[src/rtl/stage_mem_pkg.sv]
// Shared definitions for the memory-access pipeline stage.
// - Opcodes (L_OP, S_OP, I_OP, NON_OP) and load/store func3 codes.
// - Write-back reset constants (ZERO_WORD, ZERO_REG_ADDR, WRITE_DISABLE).
// - FSM state encodings and helpers that classify a func3 as a memory access.
package stage_mem_pkg;

  localparam logic [6:0] L_OP   = 7'b0000011;
  localparam logic [6:0] S_OP   = 7'b0100011;
  localparam logic [6:0] I_OP   = 7'b0010011;
  localparam logic [6:0] NON_OP = 7'b0000000;

  localparam logic [2:0] F3_LB  = 3'b000;
  localparam logic [2:0] F3_LH  = 3'b001;
  localparam logic [2:0] F3_LW  = 3'b010;
  localparam logic [2:0] F3_LBU = 3'b100;
  localparam logic [2:0] F3_LHU = 3'b101;
  localparam logic [2:0] F3_SB  = 3'b000;
  localparam logic [2:0] F3_SH  = 3'b001;
  localparam logic [2:0] F3_SW  = 3'b010;

  localparam logic [31:0] ZERO_WORD     = 32'h0000_0000;
  localparam logic [4:0]  ZERO_REG_ADDR = 5'd0;
  localparam logic        WRITE_DISABLE = 1'b0;

  typedef enum logic [1:0] {
    STATE_IDLE = 2'd0,
    STATE_BUSY = 2'd1,
    STATE_LAST = 2'd2
  } mem_state_e;

  // True when opcode/func3 describe a load or store this stage performs.
  // Unknown func3 under L_OP/S_OP is not a memory access.
  function automatic logic mem_valid(input logic [6:0] opcode, input logic [2:0] f3);
    mem_valid = 1'b0;
    if (opcode == L_OP) begin
      case (f3)
        F3_LB, F3_LBU, F3_LH, F3_LHU, F3_LW: mem_valid = 1'b1;
        default:                             mem_valid = 1'b0;
      endcase
    end else if (opcode == S_OP) begin
      case (f3)
        F3_SB, F3_SH, F3_SW: mem_valid = 1'b1;
        default:             mem_valid = 1'b0;
      endcase
    end
  endfunction

  // Index of the last byte of the access (nbytes-1). Load and store codes
  // share the size encoding in func3[1:0].
  function automatic logic [1:0] mem_last(input logic [2:0] f3);
    case (f3)
      F3_LB, F3_LBU: mem_last = 2'd0;
      F3_LH, F3_LHU: mem_last = 2'd1;
      default:       mem_last = 2'd3;
    endcase
  endfunction

endpackage

[src/rtl/stage_mem_if.sv]
// Byte-wide synchronous RAM bus between the memory stage and the RAM.
// - mem_a_o    byte address
// - mem_dout_o write byte
// - mem_wr_o   write strobe
// - mem_din_i  read byte, valid one cycle after its address
// master = memory stage, slave = RAM.
interface stage_mem_if #(
  parameter int RAM_AW = 17
);
  logic [RAM_AW-1:0] mem_a_o;
  logic [7:0]        mem_dout_o;
  logic              mem_wr_o;
  logic [7:0]        mem_din_i;

  modport master (
    output mem_a_o,
    output mem_dout_o,
    output mem_wr_o,
    input  mem_din_i
  );

  modport slave (
    input  mem_a_o,
    input  mem_dout_o,
    input  mem_wr_o,
    output mem_din_i
  );
endinterface

[src/rtl/stage_mem_load_extend.sv]
// Load result extension: turns the raw assembled little-endian bytes into the
// architectural register value.
// - i_func3  load func3 (LB/LH/LW/LBU/LHU)
// - i_raw    raw bytes, byte 0 in [7:0]
// - o_ext    sign/zero-extended word
module stage_mem_load_extend
  import stage_mem_pkg::*;
(
  input  logic [2:0]  i_func3,
  input  logic [31:0] i_raw,
  output logic [31:0] o_ext
);

  always_comb begin
    o_ext = ZERO_WORD;
    case (i_func3)
      F3_LB:   o_ext = {{24{i_raw[7]}}, i_raw[7:0]};
      F3_LH:   o_ext = {{16{i_raw[15]}}, i_raw[15:0]};
      F3_LW:   o_ext = i_raw;
      F3_LBU:  o_ext = {24'd0, i_raw[7:0]};
      F3_LHU:  o_ext = {16'd0, i_raw[15:0]};
      default: o_ext = ZERO_WORD;
    endcase
  end

endmodule

[src/rtl/stage_mem.sv]
// Memory-access pipeline stage.
// Takes the execute-stage bundle and produces the write-back bundle. Loads and
// stores go over a byte-wide synchronous RAM, one byte per cycle, little-endian;
// every other opcode passes through with one cycle of latency.
// Ports:
// - clk, rst           clock, synchronous active-high reset
// - opcode_i..wdata_i  execute-stage bundle
// - mem                RAM bus (stage_mem_if.master)
// - wd_o/wreg_o/wdata_o  registered write-back bundle
// - stall_req_o        hold request to upstream
// - dbg_state_o        current FSM state
//
// Handshake: the upstream bundle is always considered valid; it is consumed on
// the rising edge where stall_req_o is 0. While stall_req_o is 1 upstream must
// hold every input stable. stall_req_o drops in the final cycle of an access so
// the next bundle is presented right after the completing edge.
module stage_mem
  import stage_mem_pkg::*;
#(
  parameter int RAM_AW = 17
) (
  input  logic        clk,
  input  logic        rst,
  input  logic [6:0]  opcode_i,
  input  logic [2:0]  func3_i,
  input  logic [31:0] mem_addr_i,
  input  logic [4:0]  wd_i,
  input  logic        wreg_i,
  input  logic [31:0] wdata_i,
  stage_mem_if.master mem,
  output logic [4:0]  wd_o,
  output logic        wreg_o,
  output logic [31:0] wdata_o,
  output logic        stall_req_o,
  output mem_state_e  dbg_state_o
);

  mem_state_e        r_state;
  mem_state_e        w_state_nx;
  logic [1:0]        r_cnt;
  logic [1:0]        r_last;
  logic [RAM_AW-1:0] r_addr;
  logic [31:0]       r_wdata;
  logic [31:0]       r_data;
  logic [2:0]        r_f3;
  logic [4:0]        r_wd;
  logic              r_wreg;
  logic              r_is_store;

  logic              w_memop;
  logic              w_ls_op;
  logic              w_busy_end;
  logic [1:0]        w_prev;
  logic [RAM_AW-1:0] w_a;
  logic [7:0]        w_dout;
  logic              w_wr;
  logic              w_stall;
  logic [31:0]       w_raw;
  logic [31:0]       w_ext;

  assign w_memop    = mem_valid(opcode_i, func3_i);
  assign w_ls_op    = (opcode_i == L_OP) || (opcode_i == S_OP);
  assign w_busy_end = (r_cnt == r_last);
  assign w_prev     = r_cnt - 2'd1;

  // Only the low RAM_AW bits of the address are kept; the low bits of a
  // 32-bit wrapping add equal the RAM_AW-bit wrapping add.
  always_comb begin
    w_state_nx = r_state;
    w_stall    = 1'b0;
    w_a        = '0;
    w_dout     = 8'd0;
    w_wr       = 1'b0;
    case (r_state)
      STATE_IDLE: begin
        if (w_memop) begin
          w_stall    = 1'b1;
          w_state_nx = STATE_BUSY;
        end
      end
      STATE_BUSY: begin
        w_a     = r_addr + RAM_AW'(r_cnt);
        w_stall = !(r_is_store && w_busy_end);
        if (r_is_store) begin
          w_wr   = 1'b1;
          w_dout = r_wdata[{r_cnt, 3'b000} +: 8];
        end
        if (w_busy_end) begin
          w_state_nx = r_is_store ? STATE_IDLE : STATE_LAST;
        end
      end
      STATE_LAST: begin
        w_state_nx = STATE_IDLE;
      end
      default: begin
        w_state_nx = STATE_IDLE;
      end
    endcase
  end

  // Final load byte arrives in LAST; merge it before extension.
  always_comb begin
    w_raw = r_data;
    w_raw[{r_last, 3'b000} +: 8] = mem.mem_din_i;
  end

  stage_mem_load_extend u_ext (
    .i_func3 (r_f3),
    .i_raw   (w_raw),
    .o_ext   (w_ext)
  );

  always_ff @(posedge clk) begin
    if (rst) begin
      r_state    <= STATE_IDLE;
      r_cnt      <= 2'd0;
      r_last     <= 2'd0;
      r_addr     <= '0;
      r_wdata    <= ZERO_WORD;
      r_data     <= ZERO_WORD;
      r_f3       <= 3'd0;
      r_wd       <= ZERO_REG_ADDR;
      r_wreg     <= WRITE_DISABLE;
      r_is_store <= 1'b0;
      wd_o       <= ZERO_REG_ADDR;
      wreg_o     <= WRITE_DISABLE;
      wdata_o    <= ZERO_WORD;
    end else begin
      r_state <= w_state_nx;
      case (r_state)
        STATE_IDLE: begin
          if (w_memop) begin
            r_cnt      <= 2'd0;
            r_last     <= mem_last(func3_i);
            r_addr     <= mem_addr_i[RAM_AW-1:0];
            r_wdata    <= wdata_i;
            r_data     <= ZERO_WORD;
            r_f3       <= func3_i;
            r_wd       <= wd_i;
            r_wreg     <= wreg_i;
            r_is_store <= (opcode_i == S_OP);
            // Bubble while the access is in flight.
            wd_o       <= ZERO_REG_ADDR;
            wreg_o     <= WRITE_DISABLE;
            wdata_o    <= ZERO_WORD;
          end else begin
            // Malformed load/store still flows, but never writes a register.
            wd_o    <= wd_i;
            wreg_o  <= wreg_i && !w_ls_op;
            wdata_o <= wdata_i;
          end
        end
        STATE_BUSY: begin
          r_cnt <= r_cnt + 2'd1;
          // Read data lags its address by one cycle.
          if (!r_is_store && (r_cnt != 2'd0)) begin
            r_data[{w_prev, 3'b000} +: 8] <= mem.mem_din_i;
          end
          if (r_is_store && w_busy_end) begin
            wd_o    <= r_wd;
            wreg_o  <= WRITE_DISABLE;
            wdata_o <= ZERO_WORD;
          end
        end
        STATE_LAST: begin
          wd_o    <= r_wd;
          wreg_o  <= r_wreg;
          wdata_o <= w_ext;
        end
        default: begin
          wreg_o <= WRITE_DISABLE;
        end
      endcase
    end
  end

  assign mem.mem_a_o    = w_a;
  assign mem.mem_dout_o = w_dout;
  assign mem.mem_wr_o   = w_wr && !rst;
  assign stall_req_o    = w_stall;
  assign dbg_state_o    = r_state;

endmodule
[src/flat_wrapper.sv]
// flat-port wrapper written by rule: the top's interface ports become plain ports
module stage_mem_flat import stage_mem_pkg::*;
#(
  parameter int RAM_AW = 17
)
  (clk, rst, opcode_i, func3_i, mem_addr_i, wd_i, wreg_i, wdata_i, wd_o, wreg_o, wdata_o, stall_req_o, dbg_state_o, mem_mem_a_o, mem_mem_dout_o, mem_mem_wr_o, mem_mem_din_i);
  stage_mem_if #(.RAM_AW(RAM_AW)) mem_i ();
  input  logic clk;
  input  logic rst;
  input  logic [6:0] opcode_i;
  input  logic [2:0] func3_i;
  input  logic [31:0] mem_addr_i;
  input  logic [4:0] wd_i;
  input  logic wreg_i;
  input  logic [31:0] wdata_i;
  output logic [4:0] wd_o;
  output logic wreg_o;
  output logic [31:0] wdata_o;
  output logic stall_req_o;
  output mem_state_e dbg_state_o;
  output wire logic [$bits(mem_i.mem_a_o)-1:0] mem_mem_a_o;
  output wire logic [$bits(mem_i.mem_dout_o)-1:0] mem_mem_dout_o;
  output wire logic [$bits(mem_i.mem_wr_o)-1:0] mem_mem_wr_o;
  input wire logic [$bits(mem_i.mem_din_i)-1:0] mem_mem_din_i;
  assign mem_mem_a_o = mem_i.mem_a_o;
  assign mem_mem_dout_o = mem_i.mem_dout_o;
  assign mem_mem_wr_o = mem_i.mem_wr_o;
  assign mem_i.mem_din_i = mem_mem_din_i;
  stage_mem #(.RAM_AW(RAM_AW)) u_core (.clk(clk), .rst(rst), .opcode_i(opcode_i), .func3_i(func3_i), .mem_addr_i(mem_addr_i), .wd_i(wd_i), .wreg_i(wreg_i), .wdata_i(wdata_i), .mem(mem_i), .wd_o(wd_o), .wreg_o(wreg_o), .wdata_o(wdata_o), .stall_req_o(stall_req_o), .dbg_state_o(dbg_state_o));
endmodule
[config.mk]
export PLATFORM = sky130hd
export DESIGN_NAME = stage_mem_flat
export DESIGN_NICKNAME = d
export VERILOG_FILES = /design/src/rtl/stage_mem_pkg.sv /design/src/rtl/stage_mem_if.sv /design/src/rtl/stage_mem_load_extend.sv /design/src/rtl/stage_mem.sv /design/src/flat_wrapper.sv
export SDC_FILE = /design/constraint.sdc
export NUM_CORES = 1
export LEC_CHECK = 0
export ABC_AREA = 1
export BUFFER_PORTS_ARGS = -buffer_cell sky130_fd_sc_hd__buf_4
export CAP_MARGIN = 30
export CORE_MARGIN = 3
export CORE_UTILIZATION = 30
export DETAILED_ROUTE_END_ITERATION = 8
export PLACE_DENSITY_LB_ADDON = 0.1
export SYNTH_ARGS = -nofsm -noshare
export SYNTH_HDL_FRONTEND = slang
export SYNTH_SLANG_ARGS = --single-unit
[constraint.sdc]
create_clock -name clk -period 5.6 [get_ports clk]
set_clock_uncertainty 0.15 [all_clocks]
set_input_delay 0.28 -clock clk [delete_from_list [all_inputs] [get_ports clk]]
set_output_delay 0.28 -clock clk [all_outputs]
set_load 0.02 [all_outputs]
==> results of run 1 <==
## how the worst max path moves through the flow
stage,start,end,slack (ps),cells after the start
after floorplan,u_core.r_cnt[0]$_SDFFE_PP0P_,mem_mem_a_o[14],3370,9
after global placement,u_core.r_last[0]$_SDFFE_PP0P_,u_core.wdata_o[28]$_SDFFE_PP0P_,2650,9
after detailed placement,u_core.r_last[0]$_SDFFE_PP0P_,u_core.wdata_o[28]$_SDFFE_PP0P_,2630,9
after CTS,u_core.r_last[0]$_SDFFE_PP0P_,u_core.wdata_o[28]$_SDFFE_PP0P_,2610,9
after global routing,u_core.r_last[0]$_SDFFE_PP0P_,u_core.wdata_o[28]$_SDFFE_PP0P_,2320,9
final,u_core.r_last[0]$_SDFFE_PP0P_,u_core.wdata_o[28]$_SDFFE_PP0P_,2560,9
## registers in the layout (all words and copies together), names as in the netlist, 3 cells and up
name and cells:
u_core.wdata_o 32, u_core.r_data 32, u_core.r_wdata 32, u_core.r_wd 5
u_core.wd_o 5, u_core.r_f3 3, u_core.r_addr 17
## stage by stage
step / std cells / instance area [um^2] / hold slack (ps) / setup slack, ps
detailed placement: 1569 / 8630 / 285 / 2630
floorplan: 1167 / 7440 / 269 / 3370
CTS: 1639 / 9680 / 1.63 / 2610
global placement: 1569 / 8630 / 278 / 2650
global route: 1639 / 9680 / 2.41 / 2320
finish: 1639 / 9680 / 13.8 / 2560
## timing repair
action	4_1_cts	5_1_grt
endpoints found under the hold margin	38	0
setup endpoints to repair	0	0
hold buffers	38	0
## critical path, stage by stage, from the launching register on
cell	delay (ps)
dfxtp_1	690
inv_1	210
ha_1	380
inv_2	110
nand2_1	170
o21ai_2	240
nand3_2	460
nand3_1	330
nand2_1	90
a21oi_1	130
## placed cells by master, fill, tap and decap left out, types with 2 or more instances in the layout
| master | n |
|---|---|
| o21ai_0 | 101 |
| nand2_1 | 320 |
| xor2_1 | 5 |
| nand4_1 | 26 |
| nand2_2 | 2 |
| clkinvlp_4 | 2 |
| clkbuf_16 | 17 |
| clkinv_1 | 2 |
| o211ai_1 | 8 |
| dlygate4sd3_1 | 38 |
| nor2_1 | 117 |
| o22ai_1 | 3 |
| ha_1 | 14 |
| nand2_4 | 2 |
| dfxtp_1 | 135 |
| nand3b_1 | 2 |
| or2_1 | 2 |
| nand3_2 | 6 |
| inv_1 | 130 |
| clkinv_2 | 3 |
| clkbuf_1 | 2 |
| buf_4 | 149 |
| bufinv_16 | 6 |
| a31oi_1 | 2 |
| inv_2 | 6 |
| nand3_1 | 65 |
| a21oi_1 | 130 |
| xnor2_1 | 2 |
| nor3_1 | 9 |
| nor2_2 | 3 |
## area by class of cell
cell class,instances,area share
multi-input combinational,827,0.401
sequential,135,0.279
timing repair buffer,187,0.155
inverter,139,0.0540
clock buffer,20,0.0462
tap,319,0.0412
clock inverter,12,0.0230
## metal layers
metal	vias to the layer above	GRT usage	share of wire
li1	4009	-	-
met5	-	0	0
met2	166	0.315	0.45
met4	0	0.0469	0.011
met3	20	0.0358	0.044
met1	3600	0.282	0.50
## power groups by stage
| stage | Sequential (mW) | Clock (mW) | Combinational [mW] |
|---|---|---|---|
| final | 1.03 | 1.30 | 0.436 |
| after detailed placement | 1.05 | 0 | 0.419 |
| after global routing | 1.04 | 1.37 | 0.482 |
| after global placement | 1.05 | 0 | 0.419 |
| after CTS | 1.03 | 1.33 | 0.442 |
| after floorplan | 1.10 | 0 | 0.189 |
## cell families after synthesis
group / count (synthesis)
simple gates: 559
compound gates: 246
flops: 135
fa+ha+maj: 15
buf+inv: 205
xor+xnor: 7
==> results.md, run 1 <==
Routing:
- Dividing the detail-routed wire length by the instance count gives 16.3 um.
- The length of the first detailed-routing pass in iterations is 5.
- In this run the remaining antenna-violating nets after routing total 0.
- The residual DRC count is 0.
- The number of violations reported at the end of detailed-routing iteration 0 is 567.
- The detailed router placed 7795 vias in this run.
- The total wire length after detailed routing is 26.6 mm.
- The mean number of vias per cell is 4.76.

Yosys:
- The share of the Yosys chip area taken by registers is 0.363.
- Of the total synthesized cell area, the portion taken by XOR and XNOR cells is 0.00824.
- Of the total synthesized cell area, the portion taken by full adders, half adders and majority gates is 0.0262.
- The number of synthesized flops with an enable pin is 0.
- The dominant combinational cell family by area after synthesis is simple AND/OR/NAND/NOR gates.
- The most numerous cell in the Yosys netlist is nand2_1.
- The compound-gate portion of the synthesized area is 0.171.
- The count of warnings emitted by yosys is 0.
- The flip-flop cell with the highest count after synthesis is dfxtp_1.
- The share of synthesized cell area in and, or, nand and nor gates is 0.317.
- The area share of the largest cell type after synthesis is 0.363.
- The commonest cells after synthesis are nand2_1 (320), dfxtp_1 (135), a21oi_1 (130), inv_1 (130), nor2_1 (118).
- The post-synthesis net count is around 1300.
- The fraction of registers with async set/reset is 0.
- The netlist uses 36 different library cells.
- In this run the cell area of the synthesized design comes to 7440 um^2.
- The flip-flop and latch count after synthesis is 135.
- After synthesis, the share of cell area in mux cells is 0.
- Counting every instance in the synthesized netlist gives 1167.
- The largest area contributor in the synthesized netlist is dfxtp_1.
- A synthesized cell averages 6.38 um^2.
- Yosys attributes the largest share of cell area to dfxtp_1 (36%), nand2_1 (16%), a21oi_1 (8.7%).

Clock tree:
- The number of CTS-inserted buffers is 17.
- The CTS tree is done.
- After clock tree synthesis, the clock-pin slew on the worst setup and hold paths is 60 ps.
- Clock tree synthesis found a total of 135 sinks.
- The maximum number of buffers from clock root to sink is 2.
- The buffer type at the clock tree root is clkbuf_16.
- The quantity of gates resized following cts is 0.
- After clock tree synthesis, the setup repair step added 0 buffers.
- The H-tree depth reported by CTS is 4.
- The clock latency on the worst-skew pair is 430 ps.

Power and ir drop:
- For this design the total switching power over the nets is ~740 uW.
- The total internal power is 2.03 mW.
- Power spread over the standard cell area amounts to 286 nW/um^2.
- The fraction of power spent switching nets is 0.267.
- The final total power is around 2.8 mW.
- The share of total power in the clock network is 0.470.
- The static leakage power is 4.09 nW.
- VDD sags by at most 0.130 mV.
- The portion of total power attributed to combinational logic is 0.157.
- The portion of total power attributed to sequential cells is 0.372.

Finish:
- Compared with the post-synthesis result, the final layout area differs by 30.1%.
- The net count of the finished layout is roughly 1400.
- The final-layout fill cell count is around 2600.
- The share of final-layout standard cells stronger than drive strength 1 is 0.154.
- The multi-input gate area in the final layout is roughly 3900 um^2.
- The share of the core filled with cells is 0.405.
- The number of antenna diodes is 0.
- In the final layout, flip-flops and latches occupy 2700 um^2.

Setup path:
- The critical register-to-register path endpoint is u_core.wdata_o[28]$_SDFFE_PP0P_.
- The launch point of the worst reg-to-reg path is u_core.r_last[0]$_SDFFE_PP0P_.
- The data arrival time at the worst-slack endpoint is 3250 ps.
- For flop-to-flop paths, the worst setup slack is 2560 ps.
- The launching element type of the critical path is a flop.
- The category of the critical setup timing path is flop to flop.
- The worst register-to-register path has a depth of 9.
- Along the worst path, the maximum fanout reaches 24.
- The element type at the critical path end is a flop.
- For the worst setup path, the data required time is 5810 ps.

Floorplanning:
- Row generation in the floorplan step produced 56 rows.
- The floorplan step defined a die boundary enclosing 26700 um^2.
- The number of top-level pins is 157.
- From left edge to right edge, the die measures 163 um.
- The total core area is 23900 um^2.
- From bottom edge to top edge, the die measures 163 um.
- The starting density of the core is 0.311.

Hold path:
- The endpoint with the worst hold slack is u_core.r_wdata[18]$_SDFFE_PP0P_.
- The cell depth of the worst min-delay path is 3.
- The path type of the worst min-delay path is primary input to flop.
- The start point of the worst min-delay path is wdata_i[18].

Timing:
- The final count of hold timing violations is 0.
- Summed over all failing endpoints, the final setup total negative slack is 0 ps.
- The transition at the pin with the smallest max-transition slack is 987 ps.
- Dividing the final minimum period by the clock period gives 0.543.
- The number of max-slew violations in the final report is 0.
- Measured against its own limit, the worst slew margin works out to 0.342.
- The count of endpoints failing setup in the final report is 0.
- Setup repair after global routing left no endpoint under its margin.
- Based on the critical path, the design can be clocked at up to 0.329 GHz.
- For the finished layout, the period the worst path requires is roughly 3000 ps.

Placement:
- Detailed placement finished with a half-perimeter wire length of 19.0 mm.
- In this run the tool buffered the top-level ports with 141 buffer cells.
- The placer congestion estimate is 0.857.

GRT:
- The wire length of the first global-routing pass is 41.7 mm.
- The initial antenna violation count is 0.
- The largest net degree at the start of global routing is 90.
- The number of global-route vias before repair is 7537.
- For this run, the total global-route usage over all layers was measured as 0.199.
- The final global-route overflow total is 0.

Run:
- The tool flagged a number of max-cap violations equal to 0.

Outcome:
- The run finished with clean final reports.
Note: power is estimated with default switching activity, not from simulation.
==> run 2, diff against run 1 <==
Settings changed: ABC_AREA 1 to 0.
Clock period 5.6 ns to 3.1 ns, I/O delays scaled along.
==> run 2 against run 1 <==
Net effect:
- first-iteration DRC count down 29%
- non-clock buffer count up 37
- utilization up 2.8 points
- cell area down 4.1%
- synthesized area down 10%
- global-route usage down 1.5 points
- clock power up 59%
- sequential power up 82%
- critical path depth down 3
- die area down 9.9%
- clock-buffer cell count down 1
==> results.md, run 2 <==
Setup path:
- The category of the critical setup timing path is flop to primary output.
- The launching element type of the critical path is a flop.
- The setup slack of the worst register-to-register path is about 360 ps.
- In this run the worst path has a maximum fanout of 8.
- STA classifies the critical path endpoint as a primary output.
- The critical register-to-register path endpoint is u_core.wdata_o[11]$_SDFFE_PP0P_.
- Data arrives at the worst endpoint at between 2000 and 2500 ps.
- The launch point of the worst reg-to-reg path is u_core.r_last[0]$_SDFFE_PP0P_.
- The required arrival time at the worst endpoint is about 2800 ps.
- For the worst flop-to-flop path, the logic depth is 7.

Yosys:
- The largest area contributor in the synthesized netlist is dfxtp_1.
- The adder-cell share of the synthesized area is 0.0292.
- The multiplexer share of the synthesized area is 0.0333.
- The number of synthesized flops with an enable pin is 0.
- The flip-flop cell with the highest count after synthesis is dfxtp_1.
- Synthesis instantiated 49 different standard cells from the library.
- The share of synthesized cell area in and, or, nand and nor gates is 0.272.
- After synthesis the cells add up to between 6000 and 7000 um^2.
- The area share of the largest cell type after synthesis is 0.405.
- Counting every net in the synthesized netlist gives 952.
- The compound-gate portion of the synthesized area is 0.198.
- The Yosys step of the flow raised 0 warnings.
- After synthesis the netlist holds a flip-flop and latch count of between 100 and 150.
- Counting flops with an async set or reset pin after synthesis yields a share of 0.
- The mean instance size in the synthesized netlist is ~8 um^2.
- The synthesized-area fraction occupied by xor and xnor cells is 0.0184.
- After synthesis, the cell types taking the most area are dfxtp_1 (40%), a21oi_1 (9.7%), nand2_1 (9.2%).
- After synthesis, the largest family of logic cells by area is simple AND/OR/NAND/NOR gates.
- After synthesis, the most frequently instantiated cells are nand2_1 (163), dfxtp_1 (135), a21oi_1 (130).
- The number of cells produced by synthesis is 847.
- The share of the Yosys chip area taken by registers is 0.405.
- The most numerous cell in the Yosys netlist is nand2_1.

Finish:
- The share of final-layout standard cells stronger than drive strength 1 is 0.203.
- The largest registers in the layout are u_core.r_data: 32 flops, u_core.r_wdata: 32 flops, u_core.wdata_o: 32 flops.
- The net count reported at finish is between 1000 and 1500.
- The area overhead of the layout relative to synthesis is 38.9%.
- The number of antenna diodes is 0.
- Summing all non-filler instances in the final layout gives an area of 9280 um^2.
- The library cell used most frequently in the layout, excluding fill and tap cells, is nand2_1.
- In the final layout, the multi-input gates occupy between 3000 and 4000 um^2.
- The final-layout fill cell count is 2207.
- The library cells used most frequently in the layout, excluding fill and tap cells, are nand2_1 (163), buf_4 (155), dfxtp_1 (134).
- For this run, the share of the core covered by cells in the final layout is 0.433.
- The sequential standard cell area is 2700 um^2.

Floorplanning:
- The die height is approximately 160 um.
- From left edge to right edge, the die measures 155 um.
- The number of top-level pins is 157.
- The total core area is 21400 um^2.
- The starting density of the core is 0.312.
- The number of cell rows is 53.
- The die covers 24100 um^2.

Routing:
- The final layout contains routed wiring with a total length of between 20 and 25 mm.
- In the routed design, unresolved DRC markers number 0.
- The detail route stage leaves a number of antenna-violating nets equal to 0.
- The number of violations reported at the end of detailed-routing iteration 0 is 404.
- The pre-antenna-repair detailed-routing pass consisted of 5 iterations.
- The detailed router placed 6432 vias in this run.
- The mean number of vias per cell is 4.88.
- In the final routed layout, each cell accounts on average for 17.2 um.

Power and ir drop:
- In this run the power spent charging and discharging nets is 1.33 mW.
- The fraction of power spent switching nets is 0.282.
- Summed over all cells, the static leakage comes to 3.43 nW.
- The portion of total power attributed to sequential cells is 0.397.
- The worst-case IR drop observed on VDD is 0.362 mV.
- The portion of total power attributed to combinational logic is 0.163.
- Cell internal power was estimated by the tool at 3.38 mW.
- The power density over the cells is just over 500 nW/um^2.
- The share of total power in the clock network is 0.440.
- Power comes to 4.70 mW.

Clock tree:
- Clock tree synthesis found a total of 135 sinks.
- Counting the buffers created by CTS gives 17.
- No sink is reached through more buffers than the 2 on the longest clock path.
- The H-tree generated during clock tree synthesis spans 4 levels.
- After clock tree synthesis, the clock-pin slew on the worst setup and hold paths is 70 ps.
- In this run the clock root is driven by a clkbuf_16.
- The CTS tree is done.
- At the later pin of the worst-skew pair, clock insertion delay measures 430 ps.

Hold path:
- The path type of the worst min-delay path is primary input to flop.
- The endpoint with the worst hold slack is u_core.r_data[18]$_SDFFE_PP0P_.
- The start point of the worst min-delay path is rst.
- The worst hold path passes through 2 cells.

GRT:
- The first global-routing pass estimated 34.8 mm of wire.
- Entering global routing, the biggest net connects 83 pins.
- Summed over all layers, the global routing overflow is 0.
- The global-route usage over all layers is 0.184.
- The number of global-route vias before repair is 6193.
- The initial antenna violation count came to 0.

Placement:
- Once placement finished, the instance area stood at 8010 um^2.
- The quantity of I/O buffers inserted on ports is 141.
- At the end of routability-driven placement, the weighted congestion stood at 0.754.
- After legalization and detailed placement, the total HPWL measured 15.9 mm.

Timing:
- Setup violations remaining at the end of the flow were counted as 0.
- The share of the clock period used by the worst path is 0.892.
- The number of max-slew violations in the final report came to 0.
- The transition at the pin with the smallest max-transition slack is 733 ps.
- The final count of hold timing violations was 0.
- The upper clock frequency limit is ~0.36 GHz.
- The worst slew margin relative to its limit is 0.510.
- Setup total negative slack on the finished layout was measured at 0 ps.
- Setup repair after global routing left no endpoint under its margin.
- The minimum clock period is 2770 ps.

Run:
- Max-cap violations in this run came to 0.

Outcome:
- The flow ran to the end, and the final reports show no timing, DRC or antenna violations.
==> run 2: cell count changes in the layout (fill, tap and decap cells not counted), sizes merged, moves of 9 or more <==
cell | previous run | this run
nand2 | 324 | 163
inv | 137 | 14
o21ai | 102 | 25
nor2 | 120 | 67
nand3 | 72 | 29
a211oi | 0 | 34
dlygate4sd3 | 38 | 67
nand2b | 0 | 25
and2 | 0 | 22
nand4 | 26 | 6
nor2b | 0 | 18
xnor2 | 2 | 12
a22oi | 0 | 9
==> run 2: power by group through the flow <==
| stage | Clock (mW) | Combinational [mW] | Sequential [mW] |
|---|---|---|---|
| floorplan | 0 | 0.284 | 1.99 |
| detailed placement | 0 | 0.704 | 1.91 |
| global placement | 0 | 0.705 | 1.91 |
| global route | 2.17 | 0.829 | 1.88 |
| CTS | 2.11 | 0.774 | 1.87 |
| finish | 2.07 | 0.768 | 1.87 |
==> run 2: area by class of cell <==
class,count,area share
flip-flops and latches,135,0.291
multi-input cells,641,0.401
well taps,275,0.0371
repair buffers,224,0.202
inverters,10,0.00405
clock inverters,13,0.0155
clock buffers,19,0.0488
==> run 2: worst max-delay path: stages (launching register included) <==
cell      delay [ps]
dfxtp_1          430
ha_1             340
a21o_1           180
nand4_1          220
or3_1            400
a21boi_0         260
buf_4            200
==> run 2: how the worst max path moves through the flow <==
stage                                             start                               to  depth (start not counted)
final                      u_core.r_cnt[1]$_SDFFE_PP0P_                  mem_mem_a_o[15]                          6
after global routing       u_core.r_cnt[1]$_SDFFE_PP0P_                  mem_mem_a_o[15]                          6
after CTS                  u_core.r_cnt[0]$_SDFFE_PP0P_                  mem_mem_a_o[15]                          6
after detailed placement  u_core.r_last[0]$_SDFFE_PP0P_  u_core.wdata_o[12]$_SDFFE_PP0P_                          7
after global placement    u_core.r_last[0]$_SDFFE_PP0P_  u_core.wdata_o[12]$_SDFFE_PP0P_                          7
after floorplan            u_core.r_cnt[1]$_SDFFE_PP0P_   u_core.r_data[22]$_SDFFE_PP0P_                          8
==> run 2: logic make-up (layout without fill, tap and decap cells) <==
group	count (synthesis)	in the layout
adder cells (fa/ha/maj)	15	15
buffers and inverters	71	266
multiplexers	12	12
AO/OA/AOI/OAI	221	221
AND/OR/NAND/NOR	379	379
flip-flops	135	135
XOR/XNOR	14	14
==> run 2: through the flow <==
step | setup slack (ps) | instances | hold WS, ps
finish | 335 | 1317 | 67.8
global route | 150 | 1317 | 83.9
CTS | 184 | 1317 | 52.8
detailed placement | 401 | 1218 | 264
global placement | 433 | 1218 | 257
floorplan | 736 | 847 | 141
==> run 2: what timing repair did <==
action,4_1_cts,5_1_grt
buffers inserted,0,0
endpoints found under the setup margin,0,1
resized for setup,0,1
endpoints found under the hold margin,117,0
hold buffers,67,0
==> run 2: per-layer routing <==
| metal | global-route usage | vias up | share of wire |
|---|---|---|---|
| li1 | - | 3287 | - |
| met1 | 0.272 | 2990 | 0.50 |
| met2 | 0.279 | 130 | 0.44 |
| met3 | 0.0306 | 25 | 0.041 |
| met4 | 0.0513 | 0 | 0.013 |
| met5 | 0 | - | 0 |
==> run 3, diff against run 2 <==
==> constraint.sdc (replaced) <==
create_clock -name clk -period 2.3 [get_ports clk]
set_clock_uncertainty 0.15 [all_clocks]
set_input_delay 0.23 -clock clk [delete_from_list [all_inputs] [get_ports clk]]
set_output_delay 0.23 -clock clk [all_outputs]
set_load 0.02 [all_outputs]
==> run 3 against run 2 <==
Net effect:
- the flow now finishes with violations (negative setup slack)
- sequential power up 34%
- clock power rose by 43%
- worst setup slack worse by 460 ps
- register-to-register slack worse by 270 ps
- sequential share of layout area is 2.2 points lower
- cell area is 8.3% higher
- utilization rose by 3.6 points
- combinational power increased by 48%
- critical path type unchanged
- largest cell class unchanged
- largest power group unchanged
==> results.md, run 3 (synthesis gave the netlist of run 2 again) <==
Placement:
- At the end of routability-driven placement, the weighted congestion stood at 0.791.
- Once placement finished, the instance area stood at roughly 8400 um^2.
- Detailed placement ended at an HPWL of 16.6 mm.
- Counting tap cells, the placed design contains a total of 1257 instances.
- The quantity of I/O buffers inserted on ports is about 140.

Setup path:
- The delay of the slowest cell on the worst path is 360 ps.
- The worst register-to-register path begins at u_core.r_cnt[0]$_SDFFE_PP0P_.
- Together, buffers and inverters on the worst path number 1.
- The element type at the critical path end is a primary output.
- The count of cells along the worst register-to-register path is 8.
- In this run the worst path has a maximum fanout of 4.
- At the worst endpoint, the arrival time is 2040 ps.
- In this design, the largest share of critical-path delay is due to simple AND/OR/NAND/NOR gates.
- In this run the register-to-register setup slack is 90 ps.
- In this run the worst setup path begins at u_core.r_cnt[1]$_SDFFE_PP0P_.
- The launching element type of the critical path is a flop.
- The worst register-to-register path ends at u_core.r_data[2]$_SDFFE_PP0P_.
- The worst-path cell with the longest stage delay is or3_1.
- Traced cell by cell, the critical path runs through ha_4, a21o_1, nand4_1, or3_1, a21boi_2, buf_4.
- Data on the critical path is required at its endpoint by 1920 ps.
- The category of the critical setup timing path is flop to primary output.

Finish:
- The largest registers in the layout are u_core.r_data: 32 flops, u_core.r_wdata: 32 flops, u_core.wdata_o: 32 flops.
- For this run, the share of the core covered by cells in the final layout is 0.469.
- The most common library cell in the layout ignoring fill and taps is buf_4.
- The share of final-layout standard cells stronger than drive strength 1 is 0.270.
- The number of antenna diodes in the final layout is 0.
- The count of cells in the finished layout, fillers not included, comes to 1371.
- The area growth from synthesis to layout is 50.4%.
- At the end of the flow, the number of nets in the layout was 1188.
- The filler cells instantiated in the layout total 2073.
- The area of all placed cells without fillers is roughly 10000 um^2.
- The top cell types in the final layout, fill and taps aside, are buf_4 (187), nand2_1 (158), dfxtp_1 (130).

Floorplanning:
- The floorplan step set the die height to 155 um.
- The die area is 24100 um^2.
- The die outline width is around 160 um.
- Row generation in the floorplan step produced 53 rows.
- For this configuration, the core starts out at a cell density of 0.312.
- The number of top-level pins is approximately 160.
- The floorplan step defined a core boundary enclosing between 20000 and 25000 um^2.

Timing:
- The transition at the pin with the smallest max-transition slack is 691 ps.
- Across all setup checks in the final design, the least slack found is -122 ps.
- Setup total negative slack on the finished layout was measured at -754 ps.
- The final count of hold timing violations is 0.
- The share of the clock period used by the worst path is 1.05.
- In this run the tightest slew margin relative to its limit is 0.537.
- The upper clock frequency limit is slightly above 0.4 GHz.
- The number of max-slew violations in the final report is 0.
- The smallest clock period supported by the final layout is computed as 2420 ps.
- Setup repair after global routing could not meet its margin everywhere.
- The count of endpoints failing setup in the final report is 13.

Power and ir drop:
- Of the total power, registers draw 0.381.
- The final total power is 6.60 mW.
- Of the total power, the share spent switching nets is 0.276.
- For this design the total switching power over the nets is 1.82 mW.
- The analysis attributes to cell leakage a power of 3.76 nW.
- The share of total power dissipated in combinational logic is 0.172.
- For this design the ratio of total power to cell area is roughly 660 nW/um^2.
- The peak supply drop is approximately 0.47 mV.
- The total internal power is 4.78 mW.
- The share of total power in the clock network is 0.447.

Clock tree:
- After clock tree synthesis, the clock-pin slew on the worst setup and hold paths is about 60 ps.
- TritonCTS built the clock tree.
- CTS built an H-tree with a depth of 4.
- The number of CTS-inserted buffers is 17.
- The buffer type at the clock tree root is clkbuf_16.
- The later pin in the worst-skew pair is clocked with a latency of 420 ps.
- Clock tree synthesis found a total of 135 sinks.
- The clock passes through at most 2 buffers.

GRT:
- The wire length of the first global-routing pass is between 30 and 40 mm.
- The number of global-route vias before repair came to 6521.
- The largest net degree at the start of global routing is 64.
- Global routing finished with a remaining overflow of 0.
- The global-route usage over all layers is 0.197.
- The initial antenna violation count is 0.

Routing:
- The total wire length after detailed routing is ~25 mm.
- In the routed layout, each cell is associated on average with a via count of 5.00.
- In the final routed layout, each cell accounts on average for 18.0 um.
- Before antenna repair, the detailed router went through 5 iterations.
- The first routing iteration left 395 violations.
- The final antenna-violating net count is 0.
- The detailed router placed 6858 vias in this run.
- After detailed routing, the number of remaining DRC violations is 0.

Hold path:
- The path type of the worst min-delay path is primary input to flop.
- The cell depth of the worst min-delay path is 2.
- The endpoint with the worst hold slack is u_core.r_data[19]$_SDFFE_PP0P_.
- The worst hold path begins at rst.

Run:
- The tool flagged a number of max-cap violations equal to 0.

Outcome:
- The flow ran to the end, but the final reports show violations.
- The final reports fail on negative setup slack.
## run 3: cell types whose count changed in the layout (fill, tap and decap cells not counted), moves of 4 or more
| cell | before | now |
|---|---|---|
| nand2_1 | 163 | 158 |
| buf_4 | 155 | 187 |
| dfxtp_1 | 134 | 130 |
| buf_12 | 2 | 8 |
| nand2_2 | 0 | 5 |
| ha_1 | 14 | 10 |
| buf_6 | 0 | 12 |
## run 3: power by group through the flow
stage | clock (mW) | sequential (mW) | combinational, mW
2_1_floorplan | 0 | 2.68 | 0.383
3_3_place_gp | 0 | 2.57 | 1.02
3_5_place_dp | 0 | 2.57 | 1.02
4_1_cts | 2.99 | 2.52 | 1.12
5_1_grt | 3.09 | 2.53 | 1.23
6_report | 2.95 | 2.51 | 1.14
## run 3: routing by layer
metal	up-vias	part of all wire	routed length, um	global-route usage
met4	0	0.0098	242	0.0517
met5	-	0	0	0
met1	3234	0.47	11700	0.282
li1	3406	-	-	-
met2	197	0.46	11400	0.309
met3	21	0.055	1360	0.0328
## run 3: worst max-delay path by stage
stage               cells after the start  slack (ps)                         endpoint
finish                                  6        -120                  mem_mem_a_o[15]
global route                            6        -210                  mem_mem_a_o[15]
CTS                                     7        -110                  mem_mem_a_o[14]
detailed placement                      8         -70  u_core.wdata_o[31]$_SDFFE_PP0P_
global placement                        8         -60  u_core.wdata_o[31]$_SDFFE_PP0P_
floorplan                               5          10                  mem_mem_a_o[13]
## run 3: area by class of cell
type | count | area, um^2 | area share
Clock inverter | 14 | 198 | 0.0197
Tap cell | 275 | 344 | 0.0342
Clock buffer | 18 | 429 | 0.0427
Multi-Input combinational cell | 641 | 3870 | 0.385
Timing Repair Buffer | 278 | 2460 | 0.245
Sequential cell | 135 | 2710 | 0.270
Inverter | 10 | 37.5 | 0.00374
## run 3: what timing repair did
item	CTS	global route
setup buffers	7	6
hold buffers	67	0
cloned	1	2
pin swaps	18	11
gates resized for setup	31	25
endpoints found under the setup margin	27	55
endpoints found under the hold margin	82	0
## run 3: through the flow
step | hold WS, ps | setup WS (ps)
3_3_place_gp | 286 | -62.9
5_1_grt | 40.3 | -211
6_report | 39.8 | -122
4_1_cts | 35.0 | -109
2_1_floorplan | 216 | 10.2
3_5_place_dp | 292 | -66.3
